<file path="config.mk">
export PLATFORM = sky130hd
export DESIGN_NAME = uart_tx_serializer_flat
export DESIGN_NICKNAME = d
export VERILOG_FILES = /design/src/rtl/uart_tx_serializer_if.sv /design/src/rtl/uart_tx_serializer.sv /design/src/flat_wrapper.sv
export SDC_FILE = /design/constraint.sdc
export NUM_CORES = 1
export LEC_CHECK = 0
export CORE_UTILIZATION = 45
export CTS_CLUSTER_SIZE = 12
export DETAILED_ROUTE_END_ITERATION = 8
export GPL_TIMING_DRIVEN = 0
export MAX_ROUTING_LAYER = met4
export PLACE_DENSITY = 0.68
export SYNTH_ARGS = -nofsm -noshare
export SYNTH_HDL_FRONTEND = slang
export SYNTH_SLANG_ARGS = --single-unit
</file>
<file path="constraint.sdc">
create_clock -name clk -period 4.9 [get_ports clk]
set_clock_uncertainty 0.2 [all_clocks]
set_input_delay 0.49 -clock clk [delete_from_list [all_inputs] [get_ports clk]]
set_output_delay 0.49 -clock clk [all_outputs]
set_load 0.02 [all_outputs]
</file>
<file path="src/rtl/uart_tx_serializer_if.sv">
// FIFO-to-serializer pop handshake.
// master: the TX FIFO (drives empty flag and head data, receives pop).
// slave:  the serializer (consumes head data, issues pop strobes).
interface uart_tx_serializer_if;
    logic       fifo_empty;
    logic [7:0] fifo_data;
    logic       fifo_pop;

    modport master (output fifo_empty, output fifo_data, input fifo_pop);
    modport slave  (input fifo_empty, input fifo_data, output fifo_pop);
endinterface

</file>
<file path="src/rtl/uart_tx_serializer.sv">
// UART transmit serializer: pops bytes from the TX FIFO and shifts them out
// as start / 5-8 data bits (LSB first) / optional parity / 1-2 stop bits.
// Frame format and bit period are latched at load; only break is read live.
module uart_tx_serializer #(
    parameter int DIV_W = 16
) (
    input  logic                 clk,
    input  logic                 rstn,
    uart_tx_serializer_if.slave  fifo,
    input  logic [DIV_W-1:0]     divisor,
    input  logic [6:0]           lcr,
    output logic                 txd,
    output logic                 tx_busy,
    output logic                 frame_done
);

    typedef enum logic [2:0] {
        S_IDLE   = 3'd0,
        S_START  = 3'd1,
        S_DATA   = 3'd2,
        S_PARITY = 3'd3,
        S_STOP1  = 3'd4,
        S_STOP2  = 3'd5
    } state_t;

    localparam logic [DIV_W-1:0] ONE = {{(DIV_W-1){1'b0}}, 1'b1};

    state_t           state_q, state_d;
    logic [DIV_W-1:0] cyc_q, cyc_d;      // cycle within current bit
    logic [DIV_W-1:0] n_q, n_d;          // cycles per bit, never 0
    logic [2:0]       bit_q, bit_d;      // data bit index
    logic [7:0]       shift_q, shift_d;
    logic [1:0]       wl_q, wl_d;
    logic             stop2_q, stop2_d;
    logic             pen_q, pen_d;
    logic             par_q, par_d;
    logic             txd_q, txd_d;
    logic             run_q;             // blocks pops until the first edge after reset

    logic             bit_end;
    logic             last_data;
    logic             load;
    logic             pop;
    logic             done;
    logic             level;
    logic [7:0]       data_mask;
    logic             data_xor;

    assign bit_end   = (cyc_q == (n_q - ONE));
    // Last data bit index is W-1 = 4 + word-length code.
    assign last_data = (bit_q == {1'b1, wl_q});
    // Parity covers only the W transmitted bits.
    assign data_mask = 8'hFF >> (2'd3 - lcr[1:0]);
    assign data_xor  = ^(fifo.fifo_data & data_mask);

    // Next-state, counters, frame load and registered line level.
    always_comb begin
        state_d = state_q;
        cyc_d   = cyc_q;
        n_d     = n_q;
        bit_d   = bit_q;
        shift_d = shift_q;
        wl_d    = wl_q;
        stop2_d = stop2_q;
        pen_d   = pen_q;
        par_d   = par_q;
        load    = 1'b0;
        done    = 1'b0;
        level   = 1'b1;

        if (state_q != S_IDLE)
            cyc_d = bit_end ? '0 : cyc_q + ONE;

        unique case (state_q)
            S_IDLE: begin
                if (run_q && !fifo.fifo_empty)
                    load = 1'b1;
            end
            S_START: begin
                if (bit_end) begin
                    state_d = S_DATA;
                    bit_d   = 3'd0;
                end
            end
            S_DATA: begin
                if (bit_end) begin
                    shift_d = shift_q >> 1;
                    if (last_data)
                        state_d = pen_q ? S_PARITY : S_STOP1;
                    else
                        bit_d = bit_q + 3'd1;
                end
            end
            S_PARITY: begin
                if (bit_end)
                    state_d = S_STOP1;
            end
            S_STOP1: begin
                if (bit_end) begin
                    if (stop2_q) begin
                        state_d = S_STOP2;
                    end else begin
                        done = 1'b1;
                        if (run_q && !fifo.fifo_empty) load = 1'b1;
                        else                           state_d = S_IDLE;
                    end
                end
            end
            S_STOP2: begin
                if (bit_end) begin
                    done = 1'b1;
                    if (run_q && !fifo.fifo_empty) load = 1'b1;
                    else                           state_d = S_IDLE;
                end
            end
            default: state_d = S_IDLE;
        endcase

        // Load (from idle or back-to-back reload) latches the whole frame.
        if (load) begin
            state_d = S_START;
            cyc_d   = '0;
            bit_d   = 3'd0;
            shift_d = fifo.fifo_data;
            wl_d    = lcr[1:0];
            stop2_d = lcr[2];
            pen_d   = lcr[3];
            n_d     = (divisor == '0) ? ONE : divisor;
            if (lcr[5])      par_d = ~lcr[4];
            else if (lcr[4]) par_d = data_xor;
            else             par_d = ~data_xor;
        end

        unique case (state_d)
            S_START:  level = 1'b0;
            S_DATA:   level = shift_d[0];
            S_PARITY: level = par_d;
            default:  level = 1'b1;
        endcase

        // Break overrides the line but not the frame sequencing.
        txd_d = lcr[6] ? 1'b0 : level;
    end

    assign pop = load;

    // State and frame registers; reset drives the line idle immediately.
    always_ff @(posedge clk or negedge rstn) begin
        if (!rstn) begin
            state_q <= S_IDLE;
            cyc_q   <= '0;
            n_q     <= ONE;
            bit_q   <= 3'd0;
            shift_q <= 8'h00;
            wl_q    <= 2'b00;
            stop2_q <= 1'b0;
            pen_q   <= 1'b0;
            par_q   <= 1'b0;
            txd_q   <= 1'b1;
            run_q   <= 1'b0;
        end else begin
            state_q <= state_d;
            cyc_q   <= cyc_d;
            n_q     <= n_d;
            bit_q   <= bit_d;
            shift_q <= shift_d;
            wl_q    <= wl_d;
            stop2_q <= stop2_d;
            pen_q   <= pen_d;
            par_q   <= par_d;
            txd_q   <= txd_d;
            run_q   <= 1'b1;
        end
    end

    assign fifo.fifo_pop = pop;
    assign txd           = txd_q;
    assign tx_busy       = (state_q != S_IDLE);
    assign frame_done    = done;

endmodule

</file>
<file path="src/flat_wrapper.sv">
// flat-port wrapper written by rule: the top's interface ports become plain ports
module uart_tx_serializer_flat 
#(
    parameter int DIV_W = 16
)
  (clk, rstn, divisor, lcr, txd, tx_busy, frame_done, fifo_fifo_empty, fifo_fifo_data, fifo_fifo_pop);
  uart_tx_serializer_if fifo_i ();
  input  logic clk;
  input  logic rstn;
  input  logic [DIV_W-1:0] divisor;
  input  logic [6:0] lcr;
  output logic txd;
  output logic tx_busy;
  output logic frame_done;
  input wire logic [$bits(fifo_i.fifo_empty)-1:0] fifo_fifo_empty;
  input wire logic [$bits(fifo_i.fifo_data)-1:0] fifo_fifo_data;
  output wire logic [$bits(fifo_i.fifo_pop)-1:0] fifo_fifo_pop;
  assign fifo_i.fifo_empty = fifo_fifo_empty;
  assign fifo_i.fifo_data = fifo_fifo_data;
  assign fifo_fifo_pop = fifo_i.fifo_pop;
  uart_tx_serializer #(.DIV_W(DIV_W)) u_core (.clk(clk), .rstn(rstn), .fifo(fifo_i), .divisor(divisor), .lcr(lcr), .txd(txd), .tx_busy(tx_busy), .frame_done(frame_done));
endmodule
</file>
==> impl_metrics.toml <==
[status]
outcome = "finished clean"

[cts]
cts_tree = "yes"
clockBufferDepth = 2
insertion_delay_ps = 310
clock_tree.root_cell = "clkbuf_8"
post_cts_buffers = 0
clkSinkCount = 53
clk_pin_slew_ps = 100
cts-buffers-inserted = 5
htreeDepth = 2

[global_route]
grt_usage_pct = 22.32
grt_pass1_vias = 2681
grt_overflow_total = 0
grt_max_degree = 29
antenna_found_initial = 0
grt_pass1_wl_mm = 12.46

[finish]
final_util_pct = 56.44
fillerInstances = 613
regArea_um2 = 1329
diodes = 0
layout.nets = 447
multi_input_area_um2 = 1695
mostFrequentLayoutCell = "nand2_1"
drive_above_1_share_pct = 6.326
area_growth_pct = 18.36
layout_common_cells = "98 x nand2_1, 51 x dfrtp_1, 35 x clkdlybuf4s50_1"

[detailed_routing]
wire_per_inst_um = 14.13
ant_nets = 0
vias_per_cell = 5.645
totalWireLength_mm = 6.897
drt-initial-drc-count = 180
via_count = 2755
first_pass_iters = 4
drc = 0

[sta]
finalMaxSlewViolations = 0
hold_violations = 0
fin_crit_sh_pct = 93.98
setup_viol = 0
period_needed_ps = 4605
tns_ps = 0
timing.max_slew.rel_slack_pct = 56.20
worst_pin_slew_ps = 654.6
rsz0062_at_grt = "false"
max_freq_mhz = 217.2

[placement]
dp_hpwl_mm = 5.331
gp_congestion = 0.7808
portBuffers = 37

[setup_path]
start_kind = "register"
crit_arrival_ps = 3920
path_class = "reg -> out"
crit_end = "frame_done"
rrSetupSlack_ps = 1110
end_kind = "primary output"
reg2regPathDepth = 13
worstPathRequired_ps = 4210
regToRegStartpoint = "u_core.n_q[1]$_DFFE_PN0N_"
crit_fanout = 10
crit_start = "u_core.n_q[1]$_DFFE_PN0N_"
r2r_end = "u_core.cyc_q[11]$_DFFE_PN0P_"

[synth]
yosysTopAreaCell = "dfrtp_1"
avgSynthCellArea_um2 = 8.532
synth_edf_count = 0
syn-cell-area_um2 = 3114
ys_seq_area_share_pct = 42.67
ys_ff_latch = 53
synth.area.top_cells = "dfrtp_1 41%, nand2_1 12%, xnor2_1 6.2%"
yosysWarnings = 0
synth_cell_types = 57
syn_inst = 365
synth_top_area_share_pct = 40.98
syn-num-nets = 402
async_flop_share_pct = 100.0
synthFlopType = "dfrtp_1"

[power_and_ir_drop]
power_frac_seq_pct = 49.7
power.density_nw_per_um2 = 352.5
switching_share_pct = 36.44
leakage_nw = 1.597
switching_power_mw = 0.4735
ir_worst_vdd_v = 0.0001508
power_frac_comb_pct = 31.2
power_frac_clock_pct = 19.2
p_int_mw = 0.8258

[floorplanning]
ioPinCount = 38
die_h_um = 85.19
placementRows = 29
die-area_um2 = 7257
core_area_um2 = 6531
start_util_pct = 47.68
die_w_um = 85.19

[run]
drv_cap = 0

[hold_path]
hold_path.class = "reg -> reg"
==> worst min-delay path by stage <==
stage | slack (ps) | startpoint | cells past startpoint | endpoint
after global placement | 260 | u_core.shift_q[5]$_DFFE_PN0P_ | 2 | u_core.shift_q[4]$_DFFE_PN0P_
after global routing | 330 | u_core.shift_q[5]$_DFFE_PN0P_ | 2 | u_core.shift_q[4]$_DFFE_PN0P_
after CTS | 300 | u_core.shift_q[5]$_DFFE_PN0P_ | 2 | u_core.shift_q[4]$_DFFE_PN0P_
after floorplan | -6 | rstn | 0 | u_core.bit_q[0]$_DFFE_PN0P_
after detailed placement | 270 | u_core.shift_q[6]$_DFFE_PN0P_ | 2 | u_core.shift_q[5]$_DFFE_PN0P_
final | 290 | u_core.shift_q[5]$_DFFE_PN0P_ | 2 | u_core.shift_q[4]$_DFFE_PN0P_
==> synth_stat cells, types with 3 or more instances <==
cell type and count:
ha_1 3, a21oi_1 7, dfrtp_1 51, nor2_1 25
nor3_1 8, and3_1 14, buf_2 3, o21ai_1 10
nor4_1 7, clkbuf_1 7, xnor2_1 22, xor2_1 13
and4_1 3, a22oi_1 6, o21ai_0 25, nand2_1 98
inv_1 7, nand3_1 9
==> power groups by stage <==
stage	clock [mW]	combinational (mW)	sequential, mW
floorplan	0	0.314	0.618
global placement	0	0.391	0.651
detailed placement	0	0.406	0.655
CTS	0.252	0.408	0.646
global route	0.273	0.462	0.664
finish	0.249	0.405	0.646
==> stage by stage <==
stage | hold WS [ps] | instance area [um2] | setup WS [ps] | power [mW] | std cells
global route | 328.5 | 3686 | 43.11 | 1.399 | 488
floorplan | -5.591 | 3114 | 1247 | 0.9315 | 365
global placement | 264.8 | 3581 | 314.1 | 1.043 | 479
finish | 291.4 | 3686 | 295.0 | 1.299 | 488
detailed placement | 273.4 | 3596 | 262.1 | 1.061 | 480
CTS | 297.0 | 3691 | 186.4 | 1.307 | 489
==> cells by family (layout without fill, tap and decap cells) <==
group	Yosys count	in the layout	share of synthesized area, %
compound gates	67	67	14.54
xor+xnor	35	35	9.843
fa+ha+maj	3	3	1.205
buf+inv	20	66	2.893
flops	53	53	42.67
mux	3	3	1.004
other cells	1	1	0.1204
simple gates	183	183	27.72
==> layer usage <==
metal  share of wire (%)  wire length [um]  global-route usage (%)
met3                 3.5               243                   3.502
met5                   0                 0                       -
met2                  48              3334                   36.51
met1                  47              3212                   28.93
met4                 1.6               108                   6.009
==> critical path, stage by stage, from the launching register on <==
cell	delay, ps
dfrtp_1	410
inv_1	80
ha_1	250
or3b_1	390
a211oi_1	250
o221ai_1	160
or4_4	610
nor4_1	380
buf_4	230
and4_1	220
clkdlybuf4s50_1	610
==> flip-flops by register name (all words and copies together), names as in the netlist <==
| register | cells |
|---|---|
| u_core.bit_q | 3 |
| u_core.cyc_q | 16 |
| u_core.stop2_q | 1 |
| u_core.n_q | 16 |
| u_core.wl_q | 2 |
| u_core.run_q | 1 |
| u_core.par_q | 1 |
| u_core.txd | 1 |
| u_core.shift_q | 8 |
| u_core.state_q | 3 |
| u_core.pen_q | 1 |
==> area by class of cell <==
cell class                 count  share of cell area (%)
clock buffer                   5                   1.867
tap                           77                   2.614
sequential                    53                   36.05
inverter                       8                  0.8147
timing repair buffer          39                   10.69
clock inverter                 3                  0.4752
buffer                        11                   1.494
multi-input combinational    292                   45.99
==> repair_timing <==
item,CTS,global route
hold endpoints to repair,5,0
hold buffers,1,0
setup endpoints to repair,1,1
resized for setup,1,0
Power figures use the tool's default switching activity.
